**config.mk**
```make
export PLATFORM = sky130hd
export DESIGN_NAME = counter_uart_tx
export DESIGN_NICKNAME = d
export VERILOG_FILES = /design/src/rtl/counter_uart_pkg.sv /design/src/rtl/counter_uart_tx_baud_gen.sv /design/src/rtl/counter_uart_tx.sv
export SDC_FILE = /design/constraint.sdc
export NUM_CORES = 1
export LEC_CHECK = 0
export ABC_AREA = 1
export CAP_MARGIN = 0
export CORE_ASPECT_RATIO = 1.2
export CORE_UTILIZATION = 40
export CTS_CLUSTER_DIAMETER = 100
export DETAILED_ROUTE_END_ITERATION = 7
export GPL_TIMING_DRIVEN = 0
export PLACE_DENSITY_LB_ADDON = 0.1
export RECOVER_POWER = 25
export SKIP_LAST_GASP = 1
export SLEW_MARGIN = 20
export SYNTH_ARGS = -nofsm -noshare
export SYNTH_HDL_FRONTEND = slang
export SYNTH_SLANG_ARGS = --single-unit
```
**constraint.sdc**
```tcl
create_clock -name clk -period 2.9 [get_ports clk]
set_input_delay 0.435 -clock clk [delete_from_list [all_inputs] [get_ports clk]]
set_output_delay 0.435 -clock clk [all_outputs]
set_load 0.005 [all_outputs]
```
**src/rtl/counter_uart_pkg.sv**
```systemverilog
// Shared types and constants for the counter UART transmitter.
// Build with UART_PARITY_EN defined to add an even-parity bit after the data bits.
package counter_uart_pkg;

    localparam int   DATA_BITS  = 8;
    localparam int   BIT_IDX_W  = 3;
    localparam logic IDLE_LEVEL = 1'b1;
    localparam int   STATE_W    = 3;

    typedef enum logic [STATE_W-1:0] {
        ST_IDLE   = 3'd0,
        ST_START  = 3'd1,
        ST_DATA   = 3'd2,
        ST_STOP   = 3'd4
`ifdef UART_PARITY_EN
        ,
        ST_PARITY = 3'd3
`endif
    } uart_state_e;

`ifdef UART_PARITY_EN
    // Even parity: the extra bit makes the total count of ones even.
    function automatic logic even_parity(input logic [DATA_BITS-1:0] data);
        return ^data;
    endfunction
`endif

endpackage

```
**src/rtl/counter_uart_tx_baud_gen.sv**
```systemverilog
// Bit-period timer: tick is high for one cycle out of every CLKS_PER_BIT.
// clear restarts the period so the first tick lands CLKS_PER_BIT cycles later.
module uart_baud_gen #(
    parameter int CLKS_PER_BIT = 16
) (
    input  logic clk,
    input  logic rst_n,
    input  logic clear,
    output logic tick
);

    localparam int CNT_W = (CLKS_PER_BIT > 2) ? $clog2(CLKS_PER_BIT) : 1;
    localparam logic [CNT_W-1:0] LAST = CNT_W'(CLKS_PER_BIT - 1);

    logic [CNT_W-1:0] r_cnt;
    logic             w_last;

    assign w_last = (r_cnt == LAST);
    assign tick   = w_last;

    always_ff @(posedge clk or negedge rst_n) begin
        if (!rst_n) begin
            r_cnt <= '0;
        end else if (clear || w_last) begin
            r_cnt <= '0;
        end else begin
            r_cnt <= r_cnt + 1'b1;
        end
    end

endmodule

```
**src/rtl/counter_uart_tx.sv**
```systemverilog
// Serialises one byte per accepted valid_in/ready_out handshake onto a UART line (8N1, or 8E1
// with UART_PARITY_EN). Handshake: a byte transfers on a rising edge where valid_in and
// ready_out are both high; ready_out is high only in IDLE and valid_in is ignored otherwise.
module counter_uart_tx
    import counter_uart_pkg::*;
#(
    parameter int CLKS_PER_BIT = 16
) (
    input  logic                 clk,
    input  logic                 rst_n,
    input  logic [7:0]           data_in,
    input  logic                 valid_in,
    output logic                 ready_out,
    output logic                 tx,
    output logic                 busy,
    output logic [STATE_W-1:0]   o_dbg_state
);

    uart_state_e            r_state;
    logic [DATA_BITS-1:0]   r_shift;
    logic [BIT_IDX_W-1:0]   r_bit_idx;
    logic                   r_tx;
`ifdef UART_PARITY_EN
    logic                   r_parity;
`endif

    logic w_accept;
    logic w_tick;

    assign w_accept    = valid_in && (r_state == ST_IDLE);
    assign ready_out   = (r_state == ST_IDLE);
    assign busy        = ~ready_out;
    assign tx          = r_tx;
    assign o_dbg_state = r_state;

    uart_baud_gen #(
        .CLKS_PER_BIT(CLKS_PER_BIT)
    ) u_baud (
        .clk  (clk),
        .rst_n(rst_n),
        .clear(w_accept),
        .tick (w_tick)
    );

    // tx is updated together with the state so every bit boundary coincides with a tick.
    always_ff @(posedge clk or negedge rst_n) begin
        if (!rst_n) begin
            r_state   <= ST_IDLE;
            r_shift   <= '0;
            r_bit_idx <= '0;
            r_tx      <= IDLE_LEVEL;
`ifdef UART_PARITY_EN
            r_parity  <= 1'b0;
`endif
        end else begin
            case (r_state)
                ST_IDLE: begin
                    r_tx <= IDLE_LEVEL;
                    if (w_accept) begin
                        r_shift   <= data_in;
                        r_bit_idx <= '0;
                        r_tx      <= ~IDLE_LEVEL;
`ifdef UART_PARITY_EN
                        r_parity  <= even_parity(data_in);
`endif
                        r_state   <= ST_START;
                    end
                end

                ST_START: begin
                    if (w_tick) begin
                        r_tx    <= r_shift[0];
                        r_state <= ST_DATA;
                    end
                end

                ST_DATA: begin
                    if (w_tick) begin
                        if (r_bit_idx == BIT_IDX_W'(DATA_BITS - 1)) begin
`ifdef UART_PARITY_EN
                            r_tx    <= r_parity;
                            r_state <= ST_PARITY;
`else
                            r_tx    <= IDLE_LEVEL;
                            r_state <= ST_STOP;
`endif
                        end else begin
                            r_bit_idx <= r_bit_idx + 1'b1;
                            r_shift   <= {1'b0, r_shift[DATA_BITS-1:1]};
                            r_tx      <= r_shift[1];
                        end
                    end
                end

`ifdef UART_PARITY_EN
                ST_PARITY: begin
                    if (w_tick) begin
                        r_tx    <= IDLE_LEVEL;
                        r_state <= ST_STOP;
                    end
                end
`endif

                ST_STOP: begin
                    if (w_tick) begin
                        r_tx    <= IDLE_LEVEL;
                        r_state <= ST_IDLE;
                    end
                end

                default: begin
                    r_tx    <= IDLE_LEVEL;
                    r_state <= ST_IDLE;
                end
            endcase
        end
    end

endmodule
```
# Word-level counts from Yosys, hierarchy flattened
# Index checks and enable logic that the tools add are counted.
# classes
div	0
shift	0
reduce_logical	7
addsub	2
n_eq_ne	11
bitwise_logic	1
n_mul	0
muxes	21
magnitude_cmp	0
# ops
operator	count
$mux W3	8
$mux W8	3
$pmux W8 S2	1
$pmux W3 S4	1
$ne A2 B1 Y1 const B	4
$eq A3 B3 Y1 const B	2
$pmux W3 S2	1
$mux W1	5
$reduce_and A5 Y1	1
$add A4 B1 Y4 const B	1
$eq A4 B4 Y1 const B	1
$mux W4	1
$ne A2 B2 Y1 const B	2
$pmux W1 S4	1
$reduce_and A4 Y1	1
$add A3 B1 Y3 const B	1
$eq A3 B1 Y1 const B	1
$eq A3 B2 Y1 const B	1
$logic_not A3 Y1	1
$reduce_and A3 Y1	1
$reduce_bool A2 Y1	1
$logic_and A1 B1 Y1	1
$logic_or A1 B1 Y1	1
$not A1 Y1	1
# totals
ram_bits	0
register_bits	19
memories	0
mem_bits_ro	0
out_inout_bits	6
latch_bits	0

# Depth between registers and ports, before layout
# Gate-level depths: netlist (run 1).
# depth
depth_word	4
ltp_mapped	9
depth_no_buf	9

# Modules after synthesis
# Synthesis (run 1) repeated with hierarchy kept, for this count alone.
# unflattened
cells_unflattened	142
hier_area_um2	1068.5
# modules_own_cells
mod	cells_each	area_per_inst_um2	seq_area_each_um2	instances
counter_uart_tx	123	875.8	376.6	1
uart_baud_gen	19	192.7	100.1	1

# Worst setup path before layout (run 1)
# No wires, ideal clock.
# synth_timing
path_kind	register to register
start	reg r_bit_idx[0]
end	reg r_bit_idx[0]
path_slack_ns	1.445
setup_ns	0.116
arrival_ns	1.338
path_stages_with_launch	10
required_ns	2.784
cell_sequence	dfrtp_1 ha_1 ha_1 inv_1 o21ai_2 nor2_2 nand2_2 buf_6 nand2_1 nand2_1
# synth_between
elab_chain_len	4
elab_cells_between_ends	7
cone_classes	add/sub: 1; eq/ne: 2; mux: 3; reduce/logical: 1
# synth_rtl
element	line_no	source
start: declaration	counter_uart_tx.sv:21	logic [BIT_IDX_W-1:0] r_bit_idx;
start signal: assignment	counter_uart_tx.sv:88	r_bit_idx <= r_bit_idx + 1'b1;
$add A3 B1 Y3	counter_uart_tx.sv:88	
$mux W3	counter_uart_tx.sv:79	if (r_bit_idx == BIT_IDX_W'(DATA_BITS - 1)) begin
$mux W3	counter_uart_tx.sv:78	if (w_tick) begin
$pmux W3 S2	counter_uart_tx.sv:56	case (r_state)
# Several ways; a longest one is shown, not always the timed one. The select of a mux whose other input is x is not followed.
# A chain may end at the register's enable or synchronous reset.

# Final worst setup path (run 1)
# layout_timing
start	reg r_state[0] (netlist: o_dbg_state[0])
end	out ready_out
# layout_between
elab_chain_len	1
# layout_rtl
element	line_no	source
start: declaration	counter_uart_tx.sv:19	uart_state_e r_state;
start signal: assignment	counter_uart_tx.sv:48	r_state <= ST_IDLE;
start signal: assignment	counter_uart_tx.sv:66	r_state <= ST_START;
start signal: assignment	counter_uart_tx.sv:73	r_state <= ST_DATA;
$logic_not A3 Y1	counter_uart_tx.sv:31	assign ready_out = (r_state == ST_IDLE);
end: declaration	counter_uart_tx.sv:13	output logic ready_out,
# Every way passes these cells.

==> results of run 1 <==
==> state kept, by name, indices dropped and copies added (netlist names) <==
name	cells
o_dbg_state	3
r_bit_idx	3
r_shift	8
tx	1
u_baud.r_cnt	4
==> metrics by stage <==
stage / total power [uW] / cell area [um^2] / util [%] / setup slack (ps)
2_1_floorplan: 985.1 / 1054 / - / 1445
3_3_place_gp: 1198 / 1255 / 49.65 / 1142
3_5_place_dp: 1212 / 1255 / 49.65 / 1120
4_1_cts: 1354 / 1281 / 50.69 / 769.8
5_1_grt: 1460 / 1274 / 50.40 / 338.4
6_report: 1316 / 1274 / 50.40 / 519.0
==> logic make-up (layout without fill, tap and decap cells) <==
logic type,Yosys count,in the layout,share of synthesized area (%)
adders and majority gates,3,3,3.563
buffers and inverters,16,36,7.600
xor gates and xnor gates,1,1,0.8315
DFF,19,19,45.25
and+or+nand+nor,94,94,40.50
AOI/OAI and AO/OA,4,4,2.256
==> layer usage <==
metal / routed length, um / GRT usage [%]
met5: 0 / 0
met2: 1006 / 29.17
met1: 906 / 20.10
met4: 17 / 8.824
met3: 66 / 3.412
==> how the worst max path moves through the flow <==
stage                   startpoint            to  slack (ps)
floorplan             r_bit_idx[0]  r_bit_idx[0]        1450
global placement    o_dbg_state[0]     ready_out        1140
detailed placement  o_dbg_state[0]     ready_out        1120
CTS                 o_dbg_state[0]     ready_out         770
global route        o_dbg_state[0]     ready_out         340
finish              o_dbg_state[0]     ready_out         520
==> area by class of cell <==
cell class | count | share of cell area, %
Multi-Input combinational cell | 102 | 38.41
Buffer | 4 | 2.750
Tap cell | 33 | 3.242
Inverter | 12 | 3.536
Clock buffer | 4 | 2.063
Sequential cell | 19 | 37.43
Timing Repair Buffer | 16 | 12.57
==> critical path: stages (launching register included) <==
cell and delay, ps:
dfrtp_1 450, nor2_1 470, nand2_1 130, inv_1 100, clkdlybuf4s50_1 490
==> synthesized netlist by cell type, types with 2 or more instances <==
library cell  instances
inv_1                10
nand2_2               2
nand3_1              19
nor2_1                5
nand3b_1              3
nor2_2                2
buf_6                 2
nand4_1               2
o21ai_0               2
nand2_1              57
ha_1                  3
dfrtp_1              18
==> power by group <==
| part | total [uW] | switching, uW | internal (uW) |
|---|---|---|---|
| logic | 710 | 397 | 314 |
| clock network | 139 | 85.5 | 53.6 |
| registers | 467 | 82.6 | 384 |
| total | 1320 | 565 | 751 |
==> summary.md, run 1 <==
| Metric | Value |
|---|---|
| Min cycle time layout | 2381 ps |
| Clock Path Buffers | 2 |
| Final net count | 172 |
| Crit Reg-Reg Startpoint | o_dbg_state[0] |
| Startpoint types | flop |
| Final Hold Vio Count | 0 |
| Worst path arrival time | 1950 ps |
| Most frequent cells in the layout | nand2_1 (57), nand3_1 (19), dfrtp_1 (18) |
| GP Congestion | 0.7694 |
| Period utilization | 82.10% |
| Top_reg_cell synth | dfrtp_1 |
| Final WL | 1996 um |
| # fillers | 259 |
| Synth area leaders | dfrtp_1 (43%), nand2_1 (20%), nand3_1 (9.0%), ha_1 (3.6%), inv_1 (3.6%) |
| Worst reg-to-reg setup slack | 1210 ps |
| Initial antenna violation count | 0 |
| Post-Syn Area | 1054 um^2 |
| Vias per cell | 4.632 |
| Row cnt | 20 |
| Syn Inst Count | 137 |
| Hold path depth | 1 |
| Root Buffer Master | clkbuf_4 |
| Syn Area/Cell | 7.690 um^2 |
| WP data required | 2470 ps |
| Status | completed |
| TNS Setup | 0 ps |
| Hold_sp | u_baud.r_cnt[0] |
| Reg clk slew, reported paths | 120 ps |
| 1st-iter DRT viols | 17 |
| Fmax | 0.4200 GHz |
| Syn nets | 151 |
| Largest net degree at the start of global routing | 20 |
| Placed instance count | 186 |
| Hold endpoint | u_baud.r_cnt[0] |
| Final setup viols | 0 |
| Die span in x | 48.85 um |
| Hold crit path type | flop to flop |
| Share of cells above drive strength 1 | 10.83% |
| Hpwl dp | 1437 um |
| Final std cells w/o fill | 190 |
| # Post-CTS Setup Buffers | 0 |
| IO buf count | 16 |
| Global-route wire length before repair | 3567 um |
| Final Slew Violations | 0 |
| Vias in the first global route | 825 |
| Clock skew | 12.07 ps |
| Syn-to-layout area delta | 20.90% |
| RSZ-0062 raised after global routing | false |
| Hold Slack | 462.8 ps |
| N_diodes | 0 |
| CTS tree | done |
| Core area | 2527 um^2 |
| Register area | 476.7 um^2 |
| Multi-input gate area | 489.2 um^2 |
| Clock Sinks | 19 |
| GRT overflow | 0 |
| Yosys cell types | 24 |
| Number of max-cap violations | 0 |
| Full die area | 2844 um^2 |
| Total track usage | 16.98% |
| Worst skew pair latency | 300 ps |
| Critical path endpoint category | primary output |
| Leakage | 0.0006900 uW |
| Wire per inst | 10.51 um |
| Number of synthesized flops with an enable pin | 0 |
| H-tree depth | 1 |
| Seq/Total Area, Yosys | 45.25% |
| YS warnings | 0 |
| Worst setup path class | flop to primary output |
| Post-CTS sizing | 0 |
| Most common cell after layout, fill and taps aside | nand2_1 |
| Top-area cell type share of the netlist area | 42.76% |
| CP max FO | 6 |
| Tightest Pin Transition | 874.1 ps |
| TritonRoute pass-1 iters | 4 |
| Post-route ant nets | 0 |
| Num CTS Buffers | 3 |
| DR vias | 880 |
| Area leader, netlist | dfrtp_1 |
| CTS Hold Bufs | 0 |
| Die height | 58.22 um |
| Num ports | 17 |
| Flop and latch count out of synthesis | 19 |
| Total power divided by cell area | 1033 nW/um^2 |
| Max-slew headroom | 41.54% |
| DRC | 0 |
| Async S/R FF share, synth | 100.0% |
| Cells on worst reg2reg path | 7 |
| Initial core utilization | 41.68% |
| Worst IR Drop VDD | 0.0004114 V |
| Reg-to-reg endpoint | r_shift[6] |
No activity file was read; power rests on OpenSTA's default activity.
==> run 2: changes to the inputs <==
Clock period 2.9 ns to 2.2 ns, I/O delays scaled along.
==> summary.md, run 2 (synthesis results as in run 1) <==
| Metric | Value |
|---|---|
| CP max FO | 6 (unchanged) |
| TNS Setup | 0 ps (unchanged) |
| CTS tree | done |
| IO buf count | 16 (unchanged) |
| Clock Sinks | 19 (unchanged) |
| DR vias | 880 (unchanged) |
| Root Buffer Master | clkbuf_4 |
| Final Slew Violations | 0 (unchanged) |
| # Post-CTS Setup Buffers | 0 (unchanged) |
| Vias per cell | 4.632 (unchanged) |
| Met2 wire len | 1002 um (-0.40%) |
| Post-route setup slack | 189.8 ps (-329.3 ps) |
| Fmax | 0.4975 GHz |
| Global-route wire length before repair | 3567 um (unchanged) |
| Placed cell area | 1255 um^2 (unchanged) |
| N_diodes | 0 (unchanged) |
| Initial core utilization | 41.68% (unchanged) |
| # fillers | 257 (-0.77%) |
| Share of cells above drive strength 1 | 11.46% (+0.64 points) |
| Final non-filler cell area | 1281 um^2 (+0.59%) |
| Hpwl dp | 1437 um (unchanged) |
| H-tree depth | 1 (unchanged) |
| 1st-iter DRT viols | 17 (unchanged) |
| Largest net degree at the start of global routing | 20 (unchanged) |
| Num ports | 17 (unchanged) |
| Placed instance count | 186 (unchanged) |
| Hold Slack | 462.8 ps (unchanged) |
| Final Hold Vio Count | 0 (unchanged) |
| Syn-to-layout area delta | 21.62% |
| Final WL | 1995 um (about the same) |
| Max incr delay on CP | 490 ps (about the same) |
| Clock skew | 12.07 ps (unchanged) |
| Multi-input gate area | 496.7 um^2 (+1.5%) |
| Die span in x | 48.85 um (unchanged) |
| M1 WL | 909 um (+0.33%) |
| Final net count | 172 (unchanged) |
| Num CTS Buffers | 3 (unchanged) |
| Wire per inst | 10.50 um (about the same) |
| Leakage | 0.0006917 uW (+0.24%) |
| Die height | 58.22 um (unchanged) |
| Worst IR Drop VDD | 0.0005424 V (+32%) |
| Crit path cell chain | nor2_4 > nand2_1 > inv_1 > clkdlybuf4s50_1 |
| Critical path endpoint category | primary output |
| GP Congestion | 0.7694 (unchanged) |
| Core area | 2527 um^2 (unchanged) |
| TritonRoute pass-1 iters | 4 (unchanged) |
| Largest register FFs | 8 (unchanged) |
| Most frequent cells in the layout | nand2_1 (57), nand3_1 (19), dfrtp_1 (18) |
| Total track usage | 16.98% (unchanged) |
| Clock Path Buffers | 2 (unchanged) |
| Row cnt | 20 (unchanged) |
| Startpoint types | flop |
| Pre-CTS setup slack | 525.1 ps (-595.0 ps) |
| Final setup viols | 0 (unchanged) |
| Status | completed |
| Vias in the first global route | 825 (unchanged) |
| Top flop regs | r_shift (8), u_baud.r_cnt (4) |
| GRT overflow | 0 (unchanged) |
| Tightest Pin Transition | 875.2 ps (+1.097 ps) |
| Total power divided by cell area | 1366 nW/um^2 (+32%) |
| Worst setup path class | flop to primary output |
| Most common cell after layout, fill and taps aside | nand2_1 |
| Number of max-cap violations | 0 (unchanged) |
| Slowest cell on crit path | clkdlybuf4s50_1 |
| Most flops, register | r_shift |
| Final std cells w/o fill | 190 (unchanged) |
| Reg clk slew, reported paths | 120 ps (about the same) |
| Min cycle time layout | 2010 ps |
| Top delay family on crit path | buffers and inverters |
| Top Metal Used | met4 |
| Worst path arrival time | 1680 ps (-270 ps) |
| CTS Hold Bufs | 0 (unchanged) |
| Worst skew pair latency | 300 ps (about the same) |
| RSZ-0062 raised after global routing | false |
| Register area | 476.7 um^2 (unchanged) |
| Max-slew headroom | 41.46% (-0.073 points) |
| DRC | 0 (unchanged) |
| Post-CTS sizing | 0 (unchanged) |
| Hold crit path type | flop to flop |
| Full die area | 2844 um^2 (unchanged) |
| Metal3 WL | 66 um (unchanged) |
| WP data required | 1870 ps (-600 ps) |
| Period utilization | 91.37% |
| Initial antenna violation count | 0 (unchanged) |
| Post-route ant nets | 0 (unchanged) |
| Crit path buffers/inverters | 2 (unchanged) |
## run 2: cell counts in the layout (fill, tap and decap cells not counted)
Identical to the previous run, type by type.
## run 2: cell type report
| cell class | count | area share, % |
|---|---|---|
| multi-input combinational | 102 | 38.77 |
| sequential | 19 | 37.21 |
| timing repair buffer | 16 | 12.50 |
| inverter | 12 | 3.516 |
| tap | 33 | 3.223 |
| buffer | 4 | 2.734 |
| clock buffer | 4 | 2.051 |
## run 2: layer usage
layer | track usage, % | up-vias
met5 | 0 | -
met4 | 8.824 | 0
met3 | 3.412 | 2
met2 | 29.17 | 16
met1 | 20.10 | 390
li1 | - | 472
## run 2: path summary, 6_finish.rpt
kind                                 start               to  slack (ps)  cells past startpoint
setup reg to reg              r_bit_idx[0]       r_shift[6]         610                      9
min in group asynchronous            rst_n   o_dbg_state[0]         570                      1
hold / removal             u_baud.r_cnt[0]  u_baud.r_cnt[0]         460                      1
setup / recovery            o_dbg_state[0]        ready_out         190                      4
max in group asynchronous            rst_n       r_shift[7]        1080                      1
hold reg to reg            u_baud.r_cnt[0]  u_baud.r_cnt[0]         460                      1
## run 2: where the power goes
group          switching (uW)  internal [uW]
Sequential                117            506
Clock                     113           70.7
Combinational             523            421
## run 2: metrics by stage
step / utilization [%] / power, uW
after CTS: 50.69 / 1784
after detailed placement: 49.65 / 1598
final: 50.69 / 1750
after global routing: 50.69 / 1940
after global placement: 49.65 / 1580
after floorplan: - / 1299
## run 2: worst register-to-register path, delay by kind of cell (launching register included)
| kind | cells | cell delay, ps |
|---|---|---|
| buffers and inverters | 2 | 250 |
| and+or+nand+nor | 4 | 380 |
| DFF | 1 | 420 |
| AOI/OAI and AO/OA | 1 | 70 |
| adders and majority gates | 2 | 370 |
